File: src/rtl/cache_arb_pkg.sv
// cache_arb_pkg: shared types and constants for the cache read arbiter.
// Build option ARB_RR_EN (see cache_read_arb) selects round-robin arbitration.
package cache_arb_pkg;

    localparam int LINE_W = 512;
    localparam int OFFS_W = 6;
    localparam int ADDR_W = 32;

    typedef enum logic [1:0] {
        ST_IDLE = 2'd0,
        ST_ADDR = 2'd1,
        ST_DATA = 2'd2,
        ST_RESP = 2'd3
    } arb_state_e;

    typedef enum logic {
        OWN_IC = 1'b0,
        OWN_DC = 1'b1
    } owner_e;

    // Cached bursts start on a line boundary; uncached reads keep the address.
    function automatic logic [ADDR_W-1:0] burst_addr(
        input logic [ADDR_W-1:0] a,
        input logic              unc
    );
        burst_addr = unc ? a : {a[ADDR_W-1:OFFS_W], {OFFS_W{1'b0}}};
    endfunction

endpackage

File: src/rtl/cache_read_arb_line_buf.sv
// read_line_buffer: collects burst beats into one cache line.
// Cleared on burst start; uncached bursts keep only beat 0, rest stays zero.
module read_line_buffer
    import cache_arb_pkg::*;
#(
    parameter int BEAT_W     = 32,
    parameter int LINE_BEATS = 16
) (
    input  logic                         i_clk,
    input  logic                         i_rst_n,
    input  logic                         i_start,
    input  logic                         i_beat_vld,
    input  logic [BEAT_W-1:0]            i_beat_data,
    input  logic                         i_uncache,
    output logic [LINE_BEATS*BEAT_W-1:0] o_line
);

    localparam int CNT_W = $clog2(LINE_BEATS);

    logic [CNT_W-1:0]             r_cnt;
    logic [LINE_BEATS*BEAT_W-1:0] r_line;
    logic                         w_wr;

    assign w_wr   = i_beat_vld & (~i_uncache | (r_cnt == '0));
    assign o_line = r_line;

    // Beat counter wraps naturally; each beat lands in its slot of the line.
    always_ff @(posedge i_clk) begin
        if (!i_rst_n) begin
            r_cnt  <= '0;
            r_line <= '0;
        end else if (i_start) begin
            r_cnt  <= '0;
            r_line <= '0;
        end else if (i_beat_vld) begin
            r_cnt <= r_cnt + 1'b1;
            if (w_wr) begin
                r_line[r_cnt*BEAT_W +: BEAT_W] <= i_beat_data;
            end
        end
    end

endmodule

File: src/rtl/cache_read_arb.sv
// cache_read_arb: shares one burst-read channel between ICache and DCache.
// Define ARB_RR_EN for round-robin ties; otherwise DCache wins every tie.
module cache_read_arb
    import cache_arb_pkg::*;
#(
    parameter int BEAT_W     = 32,
    parameter int LINE_BEATS = 16
) (
    input  logic              Clk,
    input  logic              Rest,
    input  logic              IcReadAble,
    input  logic              IcUncache,
    input  logic [31:0]       IcReadAddr,
    input  logic              IcFlash,
    output logic              IcShankhand,
    output logic              IcReadreq,
    output logic              IcBackAble,
    output logic [LINE_W-1:0] IcBackDate,
    input  logic              DcReadAble,
    input  logic              DcUncache,
    input  logic [31:0]       DcReadAddr,
    output logic              DcShankhand,
    output logic              DcReadreq,
    output logic              DcBackAble,
    output logic [LINE_W-1:0] DcBackDate,
    output logic              MemArValid,
    output logic [31:0]       MemArAddr,
    output logic [3:0]        MemArLen,
    input  logic              MemArReady,
    input  logic              MemRValid,
    input  logic [BEAT_W-1:0] MemRData,
    input  logic              MemRLast,
    output logic              MemRReady
);

    arb_state_e        r_state;
    arb_state_e        w_next;
    owner_e            r_owner;
    owner_e            w_win;
    logic              r_unc;
    logic [31:0]       r_ar_addr;
    logic [3:0]        r_ar_len;
    logic              r_ic_shake;
    logic              r_dc_shake;
    logic              r_drop;
    logic [LINE_W-1:0] r_ic_date;
    logic [LINE_W-1:0] r_dc_date;
    logic [LINE_W-1:0] w_line;
    logic              w_ic_req;
    logic              w_dc_req;
    logic              w_grant;
    logic              w_beat;
    logic              w_win_unc;
    logic [31:0]       w_win_addr;
    logic              w_deliver;

    // A flushing ICache is not a request in that cycle.
    assign w_ic_req = IcReadAble & ~IcFlash;
    assign w_dc_req = DcReadAble;

`ifdef ARB_RR_EN
    owner_e r_rr_ptr;

    // On a tie the side that was not granted last wins.
    always_comb begin
        w_win = w_dc_req ? OWN_DC : OWN_IC;
        if (w_ic_req && w_dc_req) begin
            w_win = (r_rr_ptr == OWN_IC) ? OWN_DC : OWN_IC;
        end
    end

    // Pointer remembers the most recent grant.
    always_ff @(posedge Clk) begin
        if (!Rest) begin
            r_rr_ptr <= OWN_IC;
        end else if (w_grant) begin
            r_rr_ptr <= w_win;
        end
    end
`else
    assign w_win = w_dc_req ? OWN_DC : OWN_IC;
`endif

    assign w_win_unc  = (w_win == OWN_DC) ? DcUncache : IcUncache;
    assign w_win_addr = (w_win == OWN_DC) ? DcReadAddr : IcReadAddr;

    // State register.
    always_ff @(posedge Clk) begin
        if (!Rest) begin
            r_state <= ST_IDLE;
        end else begin
            r_state <= w_next;
        end
    end

    // Next state and bus-side handshake outputs.
    always_comb begin
        w_next     = r_state;
        w_grant    = 1'b0;
        w_beat     = 1'b0;
        MemArValid = 1'b0;
        MemRReady  = 1'b0;
        unique case (r_state)
            ST_IDLE: begin
                if (w_ic_req || w_dc_req) begin
                    w_grant = 1'b1;
                    w_next  = ST_ADDR;
                end
            end
            ST_ADDR: begin
                MemArValid = 1'b1;
                if (MemArReady) begin
                    w_next = ST_DATA;
                end
            end
            ST_DATA: begin
                MemRReady = 1'b1;
                w_beat    = MemRValid;
                if (MemRValid && MemRLast) begin
                    w_next = ST_RESP;
                end
            end
            ST_RESP: begin
                w_next = ST_IDLE;
            end
            default: begin
                w_next = ST_IDLE;
            end
        endcase
    end

    // Capture owner and burst shape when a request wins.
    always_ff @(posedge Clk) begin
        if (!Rest) begin
            r_owner   <= OWN_IC;
            r_unc     <= 1'b0;
            r_ar_addr <= '0;
            r_ar_len  <= '0;
        end else if (w_grant) begin
            r_owner   <= w_win;
            r_unc     <= w_win_unc;
            r_ar_addr <= burst_addr(w_win_addr, w_win_unc);
            r_ar_len  <= w_win_unc ? 4'd0 : 4'(LINE_BEATS - 1);
        end
    end

    // One-cycle accept pulse to the winning cache.
    always_ff @(posedge Clk) begin
        if (!Rest) begin
            r_ic_shake <= 1'b0;
            r_dc_shake <= 1'b0;
        end else begin
            r_ic_shake <= w_grant & (w_win == OWN_IC);
            r_dc_shake <= w_grant & (w_win == OWN_DC);
        end
    end

    // Drop flag: an ICache flush mid-transaction kills its response.
    always_ff @(posedge Clk) begin
        if (!Rest) begin
            r_drop <= 1'b0;
        end else if (r_state == ST_RESP) begin
            r_drop <= 1'b0;
        end else if (r_state != ST_IDLE && r_owner == OWN_IC && IcFlash) begin
            r_drop <= 1'b1;
        end
    end

    assign w_deliver = (r_state == ST_RESP) & ~r_drop;

    // Keep each cache's last delivered line on its bus.
    always_ff @(posedge Clk) begin
        if (!Rest) begin
            r_ic_date <= '0;
            r_dc_date <= '0;
        end else begin
            if (IcBackAble) begin
                r_ic_date <= w_line;
            end
            if (DcBackAble) begin
                r_dc_date <= w_line;
            end
        end
    end

    read_line_buffer #(
        .BEAT_W     (BEAT_W),
        .LINE_BEATS (LINE_BEATS)
    ) u_line_buf (
        .i_clk       (Clk),
        .i_rst_n     (Rest),
        .i_start     (w_grant),
        .i_beat_vld  (w_beat),
        .i_beat_data (MemRData),
        .i_uncache   (r_unc),
        .o_line      (w_line)
    );

    assign IcShankhand = r_ic_shake;
    assign DcShankhand = r_dc_shake;
    assign IcReadreq   = (r_state != ST_IDLE) && (r_owner == OWN_IC);
    assign DcReadreq   = (r_state != ST_IDLE) && (r_owner == OWN_DC);
    assign IcBackAble  = w_deliver && (r_owner == OWN_IC);
    assign DcBackAble  = w_deliver && (r_owner == OWN_DC);
    assign IcBackDate  = IcBackAble ? w_line : r_ic_date;
    assign DcBackDate  = DcBackAble ? w_line : r_dc_date;
    assign MemArAddr   = r_ar_addr;
    assign MemArLen    = r_ar_len;

endmodule

File: config.mk
export PLATFORM = sky130hd
export DESIGN_NAME = cache_read_arb
export DESIGN_NICKNAME = d
export VERILOG_FILES = /design/src/rtl/cache_arb_pkg.sv /design/src/rtl/cache_read_arb_line_buf.sv /design/src/rtl/cache_read_arb.sv
export SDC_FILE = /design/constraint.sdc
export NUM_CORES = 2
export LEC_CHECK = 0
export CAP_MARGIN = 30
export CORE_AREA = 2 2 453 455
export DETAILED_ROUTE_END_ITERATION = 12
export DIE_AREA = 0 0 455 457
export PLACE_DENSITY = 0.49
export SETUP_SLACK_MARGIN = 0.5
export SYNTH_ARGS = -nofsm -noshare
export SYNTH_HDL_FRONTEND = slang
export SYNTH_SLANG_ARGS = --single-unit
File: constraint.sdc
create_clock -name Clk -period 8.22 [get_ports Clk]
set_input_delay 1.644 -clock Clk [delete_from_list [all_inputs] [get_ports Clk]]
set_output_delay 1.644 -clock Clk [all_outputs]
set_load 0.005 [all_outputs]
==> flow_summary.json <==
{
  "outcome": "finished clean",
  "cp_slowest_cell": "buf_4",
  "drt_iter0_markers": 3869,
  "nFillCells": 20382,
  "fin_crit_sh": 0.722,
  "start_kind": "register",
  "core_um2": 203000,
  "die_area_um2": 208000,
  "drt-vias-per-instance": 4.93,
  "powerDensity_nw_per_um2": 224,
  "ant_nets": 0,
  "cts.sinks": 1580,
  "die_y_um": 457,
  "async_flop_share": 0,
  "arrival_ns": 4.29,
  "setup_violations": 0,
  "yosysUniqueCellTypes": 63,
  "drive_above_1_share": 0.127,
  "rsz0062_at_grt": "no",
  "die_x_um": 455,
  "syn_avg_cell_area_um2": 9.09,
  "grt_antenna_before_repair": 30,
  "yosys_warnings": 0,
  "path_class": "reg -> out",
  "hold_viol_final": 0,
  "grt_usage": 0.253,
  "crit_path_start": "r_state[1]",
  "path_max_fanout": 133,
  "ctsRootBufferMaster": "clkbuf_16",
  "slew_violations": 0,
  "dr.pass1.iters": 8,
  "grt_max_degree": 209,
  "post_cts_resized": 0,
  "drv_cap": 0,
  "clockBufferDepth": 3,
  "cts_tree": "built",
  "place_area_um2": 73400,
  "p_leak_uw": 0.0312,
  "cts.reportedPaths.clkPinSlew_ns": 0.06,
  "rows": 166,
  "fin_area_um2": 79600,
  "ys_seq_area_frac": 0.534,
  "tns_ns": 0,
  "insertion_delay_ns": 0.85,
  "htreeDepth": 4,
  "avgRoutedWirePerCell_um": 26.8,
  "grt_pass1_vias": 47406,
  "hold_path_class": "reg -> reg",
  "vias": 50722,
  "drcViolationCount": 0,
  "crit_path_end_kind": "output pin",
  "synth.cell_area_um2": 59300,
  "syn_inst": 6520,
  "r2r-start": "u_line_buf.r_cnt[0]",
  "finalWirelength_um": 275000,
  "clock_skew_ns": 0.0387,
  "max-slew-margin-rel": 0.0428,
  "synth_fp_nets": 6635,
  "hpwl_um": 191000,
  "grt_first_pass_wirelength_um": 376000,
  "period_minus_slack_ns": 5.94,
  "layout.nets": 7553,
  "gp_congestion": 0.844,
  "cts_setup_buffers": 0,
  "fin_util": 0.391,
  "cpPeakStageDelay_ns": 0.74,
  "area_growth_pct": 34.3,
  "peakVddDrop_v": 0.000205,
  "cp_common_cell": "nand2_1",
  "io_buffers": 1173,
  "ys.flop_type": "dfxtp_1",
  "fmax_ghz": 0.168,
  "tightest_slew_ns": 1.44,
  "ios": 1174,
  "overflow": 0,
  "start_util": 0.291,
  "holdBufCountCts": 0,
  "min_from": "MemArAddr[5]",
  "synth_enable_flop_cells": 0,
  "crit_chain": "ha_1 > nand3b_1 > buf_12 > inv_8 > buf_4 > nand2_1 > nand2_1 > clkdlybuf4s50_1",
  "required_ns": 6.58,
  "cts_buffers": 179,
  "ys_ff_latch": 1580
}
## power breakdown
part / total, uW / internal, uW / switching, uW
logic: 1780 / 449 / 1340
registers: 7790 / 7720 / 70.2
clock network: 8290 / 4840 / 3450
## layout make-up
| cell class | count | area [um^2] | area share |
|---|---|---|---|
| Sequential cell | 1580 | 31600 | 0.397 |
| Multi-Input combinational cell | 4303 | 25300 | 0.318 |
| Timing Repair Buffer | 1274 | 12800 | 0.161 |
| Clock buffer | 257 | 5260 | 0.0660 |
| Tap cell | 2688 | 3360 | 0.0422 |
| Clock inverter | 66 | 830 | 0.0104 |
| Inverter | 100 | 390 | 0.00490 |
| Antenna cell | 19 | 47.5 | 0.000597 |
## through the flow
stage / hold slack, ns / total power (uW) / cells / worst slack (ns)
after floorplan: 0.442 / 8840 / 6520 / 4.73
after global placement: 0.450 / 9720 / 9929 / 3.02
after detailed placement: 0.450 / 9750 / 9943 / 3.00
after CTS: 0.458 / 18100 / 10266 / 2.08
after global routing: 0.475 / 18400 / 10273 / 1.99
final: 0.454 / 17900 / 10287 / 2.28
## sequential cells by signal (all words and copies together), names as in the netlist
signal             cells
u_line_buf.o_line    512
r_drop                 1
r_dc_date            512
MemArAddr             32
u_line_buf.r_cnt       4
r_unc                  1
MemArLen               1
r_state                2
IcShankhand            1
r_owner                1
DcShankhand            1
r_ic_date            512
## Yosys cell counts, drive strengths merged (2+ instances only)
cell | count | area share
nor3 | 3 | 0.00034
a21o | 2 | 0.00025
nand3 | 144 | 0.012
o31ai | 64 | 0.0081
o311ai | 64 | 0.0095
or3 | 3 | 0.00032
o31a | 2 | 0.00030
nor3b | 2 | 0.00044
o22ai | 64 | 0.0068
o21ai | 75 | 0.0063
inv | 99 | 0.0063
nand2 | 1683 | 0.11
a22o | 70 | 0.010
and4 | 2 | 0.00030
ha | 9 | 0.0019
nand4 | 81 | 0.0087
dfxtp | 1580 | 0.53
o2bb2ai | 54 | 0.0080
a21oi | 658 | 0.056
or2 | 3 | 0.00032
nor4 | 40 | 0.0054
nand4b | 2 | 0.00030
a22oi | 23 | 0.0029
buf | 131 | 0.011
mux2 | 512 | 0.097
nor2b | 7 | 0.00074
xnor2 | 2 | 0.00042
xor2 | 2 | 0.00042
nor2 | 46 | 0.0030
mux2i | 7 | 0.0012
and4b | 2 | 0.00034
a222oi | 26 | 0.0044
nand2b | 4 | 0.00042
clkbuf | 406 | 0.026
and2 | 600 | 0.063
a31oi | 2 | 0.00021
a31o | 33 | 0.0049
a211oi | 2 | 0.00025
## cell usage in the layout, fill, tap and decap left out, types with 10 or more instances in the layout
cell                n
a21oi_1           657
a222oi_1           26
a22o_1             70
a22oi_1            23
a31o_1             29
and2_1            598
buf_12             11
buf_16             10
buf_2              10
buf_4              77
bufinv_16          12
clkbuf_1           32
clkbuf_16         181
clkbuf_8           44
clkdlybuf4s50_1  1162
clkinv_2           35
dfxtp_1          1579
diode_2            19
inv_1              96
mux2_2            512
nand2_1          1683
nand3_1           140
nand4_1            80
nor2_1             37
nor4_1             32
o21ai_0            74
o22ai_1            64
o2bb2ai_1          54
o311ai_0           64
o31ai_1            64
## path summary, 6_finish.rpt
| kind | cells past startpoint | slack, ns | to |
|---|---|---|---|
| min reg2reg | 2 | 0.45 | MemArAddr[5] |
| min | 2 | 0.45 | MemArAddr[5] |
| max | 8 | 2.28 | DcBackDate[471] |
| max reg2reg | 6 | 3.53 | u_line_buf.o_line[262] |
## logic make-up after synthesis
kind of cell / Yosys count / synth area share
flops: 1580 / 0.534
mux: 519 / 0.0985
xor+xnor: 4 / 0.000845
buf+inv: 637 / 0.0434
fa+ha+maj: 9 / 0.00190
compound gates: 1144 / 0.118
simple gates: 2627 / 0.203
## critical path: cells and delay by family, from the launching register on
kind / cells / cell delay (ns)
simple gates: 3 / 0.46
flops: 1 / 0.38
buf+inv: 4 / 2.31
fa+ha+maj: 1 / 0.21
## per-layer routing
metal  track usage  vias to the layer above  part of all wire
met4        0.0990                        0             0.042
met5             0                        -                 0
met1         0.324                    24731              0.42
met3        0.0615                      386             0.073
li1              -                    23814                 -
met2         0.409                     1791              0.46
No activity file was read; power rests on OpenSTA's default activity.
